==> src/rtl/muldiv_unit_pkg.sv <==
// Shared definitions for the iterative multiply/divide unit: bus widths,
// funct codes for the HI/LO instruction group and the sequencer states.
package muldiv_unit_pkg;

  localparam int DATA_W  = 32;
  localparam int FUNCT_W = 6;
  localparam int PROD_W  = 64;
  localparam int REM_W   = 33;

  localparam logic [FUNCT_W-1:0] FUNCT_MFHI  = 6'h10;
  localparam logic [FUNCT_W-1:0] FUNCT_MTHI  = 6'h11;
  localparam logic [FUNCT_W-1:0] FUNCT_MFLO  = 6'h12;
  localparam logic [FUNCT_W-1:0] FUNCT_MTLO  = 6'h13;
  localparam logic [FUNCT_W-1:0] FUNCT_MULT  = 6'h18;
  localparam logic [FUNCT_W-1:0] FUNCT_MULTU = 6'h19;
  localparam logic [FUNCT_W-1:0] FUNCT_DIV   = 6'h1A;
  localparam logic [FUNCT_W-1:0] FUNCT_DIVU  = 6'h1B;

  typedef enum logic [1:0] {
    ST_IDLE = 2'd0,
    ST_CALC = 2'd1,
    ST_SIGN = 2'd2
  } state_t;

  function automatic logic is_muldiv(input logic [FUNCT_W-1:0] f);
    return (f == FUNCT_MULT) || (f == FUNCT_MULTU) ||
           (f == FUNCT_DIV)  || (f == FUNCT_DIVU);
  endfunction

  function automatic logic is_mul(input logic [FUNCT_W-1:0] f);
    return (f == FUNCT_MULT) || (f == FUNCT_MULTU);
  endfunction

  function automatic logic is_signed_op(input logic [FUNCT_W-1:0] f);
    return (f == FUNCT_MULT) || (f == FUNCT_DIV);
  endfunction

endpackage

==> src/rtl/muldiv_unit_if.sv <==
// Connection between the EX stage (master) and the multiply/divide unit (slave).
interface muldiv_unit_if;
  import muldiv_unit_pkg::*;

  logic [FUNCT_W-1:0] funct;
  logic [DATA_W-1:0]  operand_1;
  logic [DATA_W-1:0]  operand_2;
  logic               start;
  logic               flush;
  logic               stall;
  logic               done;
  logic [DATA_W-1:0]  hi;
  logic [DATA_W-1:0]  lo;

  modport master (
    output funct, operand_1, operand_2, start, flush,
    input  stall, done, hi, lo
  );

  modport slave (
    input  funct, operand_1, operand_2, start, flush,
    output stall, done, hi, lo
  );

endinterface

==> src/rtl/muldiv_unit.sv <==
// 32-cycle iterative multiplier / restoring divider owning the HI/LO registers.
// Multiply and divide steps share a single 33-bit adder/subtractor.
module muldiv_unit
  import muldiv_unit_pkg::*;
(
  input  logic          clk,
  input  logic          rst,
  muldiv_unit_if.slave  bus
);

  state_t              state, state_next;
  logic [4:0]          count;
  logic [PROD_W-1:0]   acc;
  logic [DATA_W-1:0]   operand_b;
  logic                is_mul_op, neg_main, neg_rem;
  logic [DATA_W-1:0]   hi_q, lo_q;
  logic                go, stall_c, done_c;

  logic                mul_now, sgn_now, dz_now;
  logic [DATA_W-1:0]   mag_1, mag_2;
  logic                sub;
  logic [REM_W-1:0]    add_a, add_b, add_sum;
  logic [PROD_W-1:0]   acc_step, prod_fix;
  logic [DATA_W-1:0]   hi_fix, lo_fix;

  always_ff @(posedge clk) begin
    if (rst) state <= ST_IDLE;
    else     state <= state_next;
  end

  always_comb begin
    state_next = state;
    go         = 1'b0;
    stall_c    = 1'b0;
    done_c     = 1'b0;
    case (state)
      ST_IDLE: begin
        if (bus.start && is_muldiv(bus.funct) && !bus.flush) begin
          go         = 1'b1;
          stall_c    = 1'b1;
          state_next = ST_CALC;
        end
      end
      ST_CALC: begin
        stall_c = 1'b1;
        if (count == 5'd31) state_next = ST_SIGN;
      end
      ST_SIGN: begin
        done_c     = !bus.flush;
        state_next = ST_IDLE;
      end
      default: state_next = ST_IDLE;
    endcase
    if (bus.flush) state_next = ST_IDLE;
    if (rst) begin
      go      = 1'b0;
      stall_c = 1'b0;
      done_c  = 1'b0;
    end
  end

  // Divide-by-zero keeps the raw dividend so the restoring loop leaves it as
  // the remainder and produces an all-ones quotient with no sign fix.
  always_comb begin
    mul_now = is_mul(bus.funct);
    sgn_now = is_signed_op(bus.funct);
    dz_now  = !mul_now && (bus.operand_2 == '0);
    mag_1   = (sgn_now && bus.operand_1[DATA_W-1] && !dz_now) ? -bus.operand_1 : bus.operand_1;
    mag_2   = (sgn_now && bus.operand_2[DATA_W-1]) ? -bus.operand_2 : bus.operand_2;
  end

  always_comb begin
    sub     = !is_mul_op;
    add_a   = is_mul_op ? {1'b0, acc[63:32]} : {acc[63:32], acc[31]};
    add_b   = {1'b0, operand_b};
    add_sum = add_a + (add_b ^ {REM_W{sub}}) + {{(REM_W-1){1'b0}}, sub};
    if (is_mul_op)
      acc_step = acc[0] ? {add_sum, acc[31:1]} : {1'b0, acc[63:32], acc[31:1]};
    else
      acc_step = !add_sum[REM_W-1] ? {add_sum[31:0], acc[30:0], 1'b1} : {acc[62:0], 1'b0};
    prod_fix = neg_main ? -acc : acc;
    hi_fix   = is_mul_op ? prod_fix[63:32] : (neg_rem  ? -acc[63:32] : acc[63:32]);
    lo_fix   = is_mul_op ? prod_fix[31:0]  : (neg_main ? -acc[31:0]  : acc[31:0]);
  end

  always_ff @(posedge clk) begin
    if (rst) begin
      count     <= '0;
      acc       <= '0;
      operand_b <= '0;
      is_mul_op <= 1'b0;
      neg_main  <= 1'b0;
      neg_rem   <= 1'b0;
      hi_q      <= '0;
      lo_q      <= '0;
    end else if (bus.flush) begin
      count <= '0;
    end else begin
      case (state)
        ST_IDLE: begin
          if (go) begin
            count     <= '0;
            acc       <= {{DATA_W{1'b0}}, mul_now ? mag_2 : mag_1};
            operand_b <= mul_now ? mag_1 : mag_2;
            is_mul_op <= mul_now;
            neg_main  <= sgn_now && !dz_now && (bus.operand_1[DATA_W-1] ^ bus.operand_2[DATA_W-1]);
            neg_rem   <= sgn_now && !dz_now && !mul_now && bus.operand_1[DATA_W-1];
          end else if (bus.start && bus.funct == FUNCT_MTHI) begin
            hi_q <= bus.operand_1;
          end else if (bus.start && bus.funct == FUNCT_MTLO) begin
            lo_q <= bus.operand_1;
          end
        end
        ST_CALC: begin
          count <= count + 5'd1;
          acc   <= acc_step;
        end
        ST_SIGN: begin
          hi_q <= hi_fix;
          lo_q <= lo_fix;
        end
        default: count <= '0;
      endcase
    end
  end

  assign bus.stall = stall_c;
  assign bus.done  = done_c;
  assign bus.hi    = hi_q;
  assign bus.lo    = lo_q;

endmodule

==> src/flat_wrapper.sv <==
// flat-port wrapper written by rule: the top's interface ports become plain ports
module muldiv_unit_flat import muldiv_unit_pkg::*;
  (clk, rst, bus_funct, bus_operand_1, bus_operand_2, bus_start, bus_flush, bus_stall, bus_done, bus_hi, bus_lo);
  muldiv_unit_if bus_i ();
  input  logic clk;
  input  logic rst;
  input wire logic [$bits(bus_i.funct)-1:0] bus_funct;
  input wire logic [$bits(bus_i.operand_1)-1:0] bus_operand_1;
  input wire logic [$bits(bus_i.operand_2)-1:0] bus_operand_2;
  input wire logic [$bits(bus_i.start)-1:0] bus_start;
  input wire logic [$bits(bus_i.flush)-1:0] bus_flush;
  output wire logic [$bits(bus_i.stall)-1:0] bus_stall;
  output wire logic [$bits(bus_i.done)-1:0] bus_done;
  output wire logic [$bits(bus_i.hi)-1:0] bus_hi;
  output wire logic [$bits(bus_i.lo)-1:0] bus_lo;
  assign bus_i.funct = bus_funct;
  assign bus_i.operand_1 = bus_operand_1;
  assign bus_i.operand_2 = bus_operand_2;
  assign bus_i.start = bus_start;
  assign bus_i.flush = bus_flush;
  assign bus_stall = bus_i.stall;
  assign bus_done = bus_i.done;
  assign bus_hi = bus_i.hi;
  assign bus_lo = bus_i.lo;
  muldiv_unit u_core (.clk(clk), .rst(rst), .bus(bus_i));
endmodule
==> config.mk <==
export PLATFORM = sky130hd
export DESIGN_NAME = muldiv_unit_flat
export DESIGN_NICKNAME = d
export VERILOG_FILES = /design/src/rtl/muldiv_unit_pkg.sv /design/src/rtl/muldiv_unit_if.sv /design/src/rtl/muldiv_unit.sv /design/src/flat_wrapper.sv
export SDC_FILE = /design/constraint.sdc
export NUM_CORES = 1
export LEC_CHECK = 0
export ABC_AREA = 1
export BUFFER_PORTS_ARGS = -buffer_cell sky130_fd_sc_hd__buf_2
export CORE_MARGIN = 1.5
export CORE_UTILIZATION = 50
export CTS_CLUSTER_SIZE = 20
export DETAILED_ROUTE_END_ITERATION = 10
export GPL_TIMING_DRIVEN = 0
export PLACE_DENSITY = 0.76
export SLEW_MARGIN = 40
export SYNTH_ARGS = -nofsm -noshare
export SYNTH_HDL_FRONTEND = slang
export SYNTH_SLANG_ARGS = --single-unit
==> constraint.sdc <==
create_clock -name clk -period 7.8 [get_ports clk]
set_input_delay 0.39 -clock clk [delete_from_list [all_inputs] [get_ports clk]]
set_output_delay 0.39 -clock clk [all_outputs]
set_load 0.01 [all_outputs]
* Word level (Yosys, flattened, before mapping)
Index checks and enable logic that the tools add are counted. W data, S select, Z words.
Cells by class: multiplexer cells 34, bitwise logic cells 4, equal/unequal tests 16, add/subtract/negate cells 8, reduce and logical (&&, ||, !) cells 31
Operators by type and width (number):
- $mux W32 | 13
- $mux W64 | 5
- $neg A32 Y32 | 4
- $pmux W32 S2 | 2
- $pmux W64 S2 | 1
- $neg A64 Y64 | 1
- $eq A6 B5 Y1 const B | 6
- $add A33 B1 Y33 | 1
- $add A33 B33 Y33 | 1
- $mux W33 | 1
- $xor A32 B33 Y33 | 1
- $logic_not A32 Y1 | 1
- $pmux W5 S3 | 1
- $logic_and A1 B1 Y1 | 12
- $ne A2 B1 Y1 const B | 5
- $mux W1 | 6
- $reduce_and A3 Y1 | 2
- $add A5 B1 Y5 const B | 1
- $eq A5 B5 Y1 const B | 1
- $mux W5 | 1
- $reduce_and A5 Y1 | 1
- $logic_not A1 Y1 | 4
- $logic_or A1 B1 Y1 | 4
- $mux W2 | 2
- other kinds (12) | 16
Word-level totals: word-level logic and storage cells 102, register bits after elaboration 170

* Logic depth before layout (Yosys ltp)
Gate-level depths: netlist (run 1).
word-level depth 11, gate-level depth with buffers 22, depth with buffers taken out 20

* Worst setup path after synthesis (run 1)
OpenSTA, ideal clock, no wires.
path kind register to register, start point reg u_core.is_mul_op, end point reg u_core.acc[41], period minus slack after synthesis 3236 ps, path slack 4564 ps, path buffers 5, stages on the path, launching flop included 21, setup time 132 ps, arrival time 3104 ps, path through dfxtp_1 -> buf_4 -> buf_4 -> buf_1 -> clkbuf_1 -> o21ai_0 -> ha_1 -> or2_1 -> nand3_1 -> nand2_2 -> nand2_1 -> nand2_2 -> nand2_2 -> nand2_1 -> nand2_1 -> nand2_4 -> nor2_8 -> buf_6 -> nand2_1 -> o211ai_1 -> a21oi_1
Between the ends: word-level cells in the longest chain between the ends 7
Ends and longest elaborated chain:
- start, declared | RTL line muldiv_unit.sv:15 | logic is_mul_op, neg_main, neg_rem;
- start signal, assigned | RTL line muldiv_unit.sv:105 | is_mul_op <= mul_now;
- $logic_not A1 Y1 | RTL line muldiv_unit.sv:73 | sub = !is_mul_op;
- $xor A32 B33 Y33 | RTL line muldiv_unit.sv:76 | add_sum = add_a + (add_b ^ {REM_W{sub}}) + {{(REM_W-1){1'b0}}, sub};
- $add A33 B33 Y33 | RTL line muldiv_unit.sv:76
- $add A33 B1 Y33 | RTL line muldiv_unit.sv:76
- $mux W64 (on tied branches) | RTL line muldiv_unit.sv:80, muldiv_unit.sv:78
- $mux W64 * | RTL line muldiv_unit.sv:77 | if (is_mul_op)
- $pmux W64 S2 * | RTL line muldiv_unit.sv:99 | case (state)
- end signal, assigned | RTL line muldiv_unit.sv:103 | acc <= {{DATA_W{1'b0}}, mul_now ? mag_2 : mag_1};
- end signal, assigned | RTL line muldiv_unit.sv:116 | acc <= acc_step;
- end, declared | RTL line muldiv_unit.sv:13 | logic [PROD_W-1:0] acc;
Every way passes the cells marked *; elsewhere a longest branch is shown, timed or not. A chain may end at the register's enable or synchronous reset.

* Final worst setup path (run 1)
start point reg u_core.is_mul_op, end point reg u_core.acc[39]
The elaborated chain is that of the path after synthesis.

==> out/results.txt, run 1 <==
Outcome -> finished, final reports clean
Critical Path AT -> 5.08 ns
Number of flops mapped to enable cells by yosys -> 0
CTS tree -> yes
CTS root buf -> clkbuf_16
R2R depth -> 19
GPL Wtd Cong -> 1.115
WL/cell -> 22.89 um
Finished Layout Cells -> 3528
Worst setup startpoint -> u_core.is_mul_op$_SDFFE_PP0P_
Dpl hpwl -> 65.07 mm
First-pass GRT wire length -> 117.9 mm
Fin util -> 0.5623
Number of global-route vias before repair -> 19320
Worst-skew pair later-pin latency -> 0.47 ns
Yosys warns -> 0
Critical path class -> register to register
Synthesized area -> 16490 sq um
Most frequent CP cell -> nand2_1
Layout cells sized above 1 -> 0.08136
Power density cells -> 126.1 nW/um^2
Num CTS Buffers -> 17
Slew Viols, Final -> 0
Hold WC Path Type -> primary input to register
Pre-CTS setup slack -> 3.306 ns
H-Tree Depth -> 4
Die Y -> 184.6 um
Number of iterations in the first detailed-routing pass -> 7
Final Hold Fails -> 0
Yosys cell types -> 48
Number of I/O pins -> 140
Global-route usage over all layers -> 0.4675
WP buf/inv -> 5
Critical path's top delay family -> buffers and inverters
Fin Hold WS -> 0.2690 ns
Post-Syn Nets -> 3027
Final setup viols -> 0
Die area -> 34080 sq um
Synth Flop Type -> dfxtp_1
Initial antenna violation count -> 1
Placed inst area -> 17740 sq um
Via count -> 21930
CTS Hold Buffers Added -> 0
Syn Inst Count -> 2915
CTS sink cnt -> 170
Nets -> 3184
R2R Setup Slk -> 3.05 ns
Final min period -> 4.751 ns
RSZ-0062 raised after global routing -> no
Max clock buf depth -> 2
Hold Crit Endpoint -> u_core.bus.hi[1]$_SDFFE_PP0P_
Worst setup margin -> 3.049 ns
Fmax -> 210.5 MHz
Residual DRC -> 0
Worst-path clk slew -> 0.08 ns
Post-DRT Antenna Nets -> 0
Design area -> 18290 sq um
Placed Cells -> 3495
Final Power -> 2.307 mW
Leakage Power -> 8.731 nW
Relative slew margins -> 0.3744
Clock Skew -> 0.01446 ns
Met3 wire len -> 9.808 mm
Worst-path maximum fanout -> 10
Critical Path Source Type -> register
Largest net degree at the start of global routing -> 17
Crit-path max cell delay -> 0.59 ns
Setup_tns -> 0 ns
Final period util -> 0.6091
Layout area overhead -> 10.92%
Hold depth -> 3
Largest cells by area after synthesis -> dfxtp_1 (21%), nand2_1 (18%), a21oi_1 (8.8%)
Worst EP required -> 8.13 ns
M1 wire length -> 30.53 mm
Worst flop-to-flop path startpoint -> u_core.is_mul_op$_SDFFE_PP0P_
Max cap viols -> 0
Num rows -> 66
Seq cells post-synth -> 170
Total routed wirelength -> 80.75 mm
Worst-Margin Slew -> 0.9384 ns
Initial DRC count -> 3316
Wire length on met2 -> 33.45 mm
Port bufs -> 138
# resized after CTS -> 0
Critical R2R Capture -> u_core.acc[39]$_SDFFE_PP0P_
Synth top area share -> 0.2064
Post-synthesis sequential area ratio -> 0.2064
Die Wd -> 184.6 um
Peak supply drop -> 0.1754 mV
HP Start -> bus_operand_1[1]
Buffer count from post-CTS setup fixing -> 0
Post-DR vias/cell -> 6.217
Biggest area consumer among synthesized cells -> dfxtp_1
Core Footprint -> 32540 sq um
Synth cell count leaders -> nand2_1 (780), nor2_1 (337), a21oi_1 (289)
Top Metal Used -> met5
Slowest CP cell -> buf_1
Most numerous cell in the Yosys netlist -> nand2_1
Crit. End Element -> register
Avg Synthesized Cell Area -> 5.658 sq um
Initial Utilization -> 0.5069
Async S/R FF share, synth -> 0
Crit-path cells -> buf_4 > buf_4 > buf_1 > buf_1 > nand2_1 > o21ai_0 > ha_1 > nand2_1 > inv_1 > a21oi_1 > nand2_1 > a21oi_1 > nand2_1 > nand2_1 > nand2_2 > nor2_2 > nand2_1 > nand4_1 > a21oi_1
Grt ovf -> 0
[state kept, by name, summed over array words and instances (netlist names)]
name,count
u_core.count,5
u_core.state,2
u_core.neg_rem,1
u_core.acc,64
u_core.bus.lo,32
u_core.neg_main,1
u_core.bus.hi,32
u_core.is_mul_op,1
u_core.operand_b,32
[layout make-up]
| cell class | instances | area, sq um |
|---|---|---|
| Sequential cell | 170 | 3403 |
| Buffer | 150 | 648.1 |
| Antenna cell | 1 | 2.502 |
| Clock buffer | 20 | 446.7 |
| Multi-Input combinational cell | 2310 | 11370 |
| Fill cell | 3543 | 14240 |
| Tap cell | 442 | 553.0 |
| Inverter | 285 | 1072 |
| Timing Repair Buffer | 138 | 690.7 |
| Clock inverter | 12 | 105.1 |
[power breakdown]
| group | internal [mW] | switching, mW |
|---|---|---|
| logic | 0.153 | 0.418 |
| clock network | 0.427 | 0.432 |
| registers | 0.872 | 0.00462 |
| total | 1.45 | 0.854 |
[worst reg2reg max path: stages (launching register included)]
cell and delay, ns:
dfxtp_1 0.31, buf_4 0.20, buf_4 0.26, buf_1 0.59
buf_1 0.53, nand2_1 0.13, o21ai_0 0.26, ha_1 0.41
nand2_1 0.13, inv_1 0.05, a21oi_1 0.18, nand2_1 0.10
a21oi_1 0.33, nand2_1 0.17, nand2_1 0.10, nand2_2 0.08
nor2_2 0.48, nand2_1 0.14, nand4_1 0.13, a21oi_1 0.06
[logic make-up after synthesis]
logic type | after synthesis | share of synthesized area
and+or+nand+nor | 1504 | 0.3846
DFF | 170 | 0.2064
xor gates and xnor gates | 108 | 0.05735
adders and majority gates | 38 | 0.02928
buffers and inverters | 435 | 0.1042
AOI/OAI and AO/OA | 660 | 0.2181
[cells in the final DEF (no fill, tap or decap), types with 3 or more instances in the layout]
cell type | synthesis | routed
clkbuf_1 | 102 | 104
o21ai_0 | 243 | 242
buf_6 | 4 | 4
xor2_1 | 67 | 67
buf_2 | 25 | 163
clkbuf_16 | 0 | 17
clkinv_4 | 0 | 3
nor2_1 | 337 | 336
ha_1 | 37 | 37
buf_1 | 13 | 12
o21bai_1 | 13 | 13
a31oi_1 | 14 | 14
nor2_2 | 10 | 11
inv_1 | 279 | 279
o21ai_1 | 6 | 7
nor3_2 | 4 | 4
xnor2_1 | 41 | 41
nand3b_1 | 18 | 18
nand4_1 | 29 | 29
or2_1 | 3 | 3
a21oi_1 | 289 | 289
or2_2 | 6 | 6
o211ai_1 | 75 | 75
inv_6 | 0 | 5
inv_2 | 4 | 4
a22oi_1 | 4 | 4
nand3_1 | 262 | 262
nand2_2 | 8 | 8
dfxtp_1 | 170 | 170
buf_4 | 6 | 6
nand2_1 | 780 | 780
a21o_1 | 3 | 3
nor3_1 | 33 | 33
[how the worst max path moves through the flow]
stage | endpoint | depth (start not counted)
detailed placement | u_core.acc[39]$_SDFFE_PP0P_ | 19
floorplan | u_core.acc[41]$_SDFFE_PP0P_ | 20
CTS | u_core.acc[39]$_SDFFE_PP0P_ | 19
global route | u_core.acc[39]$_SDFFE_PP0P_ | 19
finish | u_core.acc[39]$_SDFFE_PP0P_ | 19
global placement | u_core.acc[49]$_SDFFE_PP0P_ | 20
[per-layer routing]
| metal | track usage | vias up |
|---|---|---|
| li1 | - | 9933 |
| met1 | 0.5867 | 10030 |
| met2 | 0.7007 | 1614 |
| met3 | 0.1093 | 355 |
| met4 | 0.3369 | 2 |
| met5 | 0 | - |
Note: power is estimated with default switching activity, not from simulation.
==> run 2, diff against run 1 <==
==> constraint.sdc (replaced) <==
create_clock -name clk -period 4.8 [get_ports clk]
set_input_delay 0.24 -clock clk [delete_from_list [all_inputs] [get_ports clk]]
set_output_delay 0.24 -clock clk [all_outputs]
set_load 0.01 [all_outputs]
==> run 2 against run 1 <==
  * Final area hardly changed
  * Utilization hardly changed
  * Sequential power is 62% higher
  * Maximum frequency is 1.4% higher
  * First-iteration DRC count is 0.66% higher
  * Critical path type unchanged
==> out/results.txt, run 2 (synthesized netlist as in run 1, its figures left out) <==
Largest net degree at the start of global routing -> 17 (unchanged)
Num rows -> 66 (unchanged)
GPL Wtd Cong -> 1.115 (unchanged)
Most frequent cells in the layout -> nand2_1 (780), nor2_1 (336), a21oi_1 (289)
Max clock buf depth -> 2 (unchanged)
Critical Path Source Type -> register
Outcome -> finished, final reports clean
Crit-path cells -> buf_4 > buf_4 > buf_1 > buf_1 > o21ai_0 > ha_1 > a21oi_1 > nand2_1 > nand2_1 > nand2_1 > a21oi_1 > nand2_1 > nand2_1 > nand2_2 > nor2_2 > nand2_1 > nand4_1 > a21oi_1
Buffer count from post-CTS setup fixing -> 0 (unchanged)
Worst-path clk slew -> 0.08 ns (about the same)
Critical Path AT -> 5.02 ns (-0.06 ns)
Most frequent CP cell -> nand2_1
WP buf/inv -> 4 (-1)
CTS tree -> yes
Worst EP required -> 5.13 ns (-3.00 ns)
Leakage Power -> 8.735 nW (about the same)
Slowest CP cell -> buf_1
Die Y -> 184.6 um (unchanged)
Fmax -> 213.4 MHz (+1.4%)
Number of global-route vias before repair -> 19320 (unchanged)
Number of I/O pins -> 140 (unchanged)
Initial Utilization -> 0.5069 (unchanged)
Num CTS Buffers -> 17 (unchanged)
Die area -> 34080 sq um (unchanged)
Final Hold Fails -> 0 (unchanged)
Port bufs -> 138 (unchanged)
Pre-CTS setup slack -> 0.3058 ns (-3.000 ns)
Worst-skew pair later-pin latency -> 0.47 ns (about the same)
Core Footprint -> 32540 sq um (unchanged)
Dpl hpwl -> 65.07 mm (unchanged)
Nets -> 3184 (unchanged)
Critical path's top delay family -> buffers and inverters
Initial antenna violation count -> 1 (unchanged)
Total routed wirelength -> 80.69 mm (about the same)
Slew Viols, Final -> 0 (unchanged)
Critical path class -> register to register
Residual DRC -> 0 (unchanged)
Hold WC Path Type -> primary input to register
Via count -> 21950 (+0.082%)
Largest Register -> u_core.acc
Most common cell after layout, fill and taps aside -> nand2_1
Final min period -> 4.686 ns (-0.06491 ns)
Largest register FFs -> 64 (unchanged)
Max cap viols -> 0 (unchanged)
Power density cells -> 205.2 nW/um^2 (+63%)
Crit-path max cell delay -> 0.60 ns (about the same)
Grt ovf -> 0 (unchanged)
Peak supply drop -> 0.2854 mV (+63%)
Initial DRC count -> 3338 (+0.66%)
Post-DRT Antenna Nets -> 0 (unchanged)
Worst-path maximum fanout -> 10 (unchanged)
CTS sink cnt -> 170 (unchanged)
Relative slew margins -> 0.3736 (-0.0008040)
First-pass GRT wire length -> 117.9 mm (unchanged)
Number of iterations in the first detailed-routing pass -> 7 (unchanged)
CTS root buf -> clkbuf_16
H-Tree Depth -> 4 (unchanged)
Layout area overhead -> 10.93% (about the same)
Post-DR vias/cell -> 6.222 (about the same)
Final setup viols -> 0 (unchanged)
Layout cells sized above 1 -> 0.08169 (+0.0003241)
Worst-Margin Slew -> 0.9396 ns (+0.001206 ns)
Worst setup margin -> 0.1141 ns (-2.935 ns)
Setup_tns -> 0 ns (unchanged)
Final period util -> 0.9762 (+0.3672)
WL/cell -> 22.87 um (about the same)
Final Power -> 3.754 mW (+63%)
Crit. End Element -> register
Global-route usage over all layers -> 0.4675 (unchanged)
RSZ-0062 raised after global routing -> no
Clock Skew -> 0.01488 ns (+0.0004191 ns)
Die Wd -> 184.6 um (unchanged)
==> run 2: cell types whose count changed in the layout (fill, tap and decap cells not counted) <==
cell / previous run / this run
buf_1: 12 / 11
clkbuf_2: 1 / 2
==> run 2: area by class of cell <==
class,count,area (sq um)
Timing Repair Buffer,138,690.7
Fill cell,3542,14240
Multi-Input combinational cell,2310,11370
Tap cell,442,553.0
Sequential cell,170,3403
Antenna cell,1,2.502
Clock buffer,20,446.7
Clock inverter,12,105.1
Inverter,285,1072
Buffer,150,649.4
==> run 2: power by group <==
part	switching (mW)	leakage [nW]	total, mW	internal, mW
clock	0.706	0.270	1.40	0.694
combinational	0.680	7.09	0.929	0.249
sequential	0.00748	1.37	1.42	1.42
==> run 2: stage by stage <==
step / cell area (sq um) / hold slack (ns) / instances / util
2_1_floorplan: 16490 / 0.4009 / 2915 / -
3_3_place_gp: 17740 / 0.4545 / 3495 / 0.5451
3_5_place_dp: 17740 / 0.4620 / 3495 / 0.5451
4_1_cts: 18290 / 0.1120 / 3527 / 0.5621
5_1_grt: 18290 / 0.1457 / 3527 / 0.5622
6_report: 18300 / 0.1191 / 3528 / 0.5623
==> run 2: repair_timing <==
| action | in CTS | in global routing |
|---|---|---|
| resized for setup | 0 | 1 |
| setup endpoints to repair | 0 | 11 |
| hold buffers | 0 | 0 |
==> run 2: path summary, 6_finish.rpt <==
check / startpoint / cells past startpoint / to / slack, ns
worst max-delay path: u_core.is_mul_op$_SDFFE_PP0P_ / 18 / u_core.acc[39]$_SDFFE_PP0P_ / 0.11
worst min-delay path: bus_operand_1[1] / 3 / u_core.bus.hi[1]$_SDFFE_PP0P_ / 0.12
worst max register to register: u_core.is_mul_op$_SDFFE_PP0P_ / 18 / u_core.acc[39]$_SDFFE_PP0P_ / 0.11
worst min register to register: u_core.count[4]$_SDFFE_PP0P_ / 2 / u_core.count[4]$_SDFFE_PP0P_ / 0.47
==> run 2: layer usage <==
metal / wire length, um / track usage / vias to the layer above / part of all wire
met1: 30460 / 0.5867 / 10010 / 0.38
met5: 13 / 0 / - / 0.00016
met3: 9874 / 0.1093 / 368 / 0.12
met2: 33330 / 0.7007 / 1631 / 0.41
li1: - / - / 9939 / -
met4: 7016 / 0.3369 / 2 / 0.087
==> run 2: worst register-to-register path, cell delays in order (launching register included) <==
cell and delay (ns):
dfxtp_1 0.31, buf_4 0.20, buf_4 0.26, buf_1 0.60, buf_1 0.54, o21ai_0 0.26, ha_1 0.38, a21oi_1 0.29
nand2_1 0.12, nand2_1 0.08, nand2_1 0.05, a21oi_1 0.31, nand2_1 0.17, nand2_1 0.10, nand2_2 0.08, nor2_2 0.47
nand2_1 0.14, nand4_1 0.13, a21oi_1 0.06
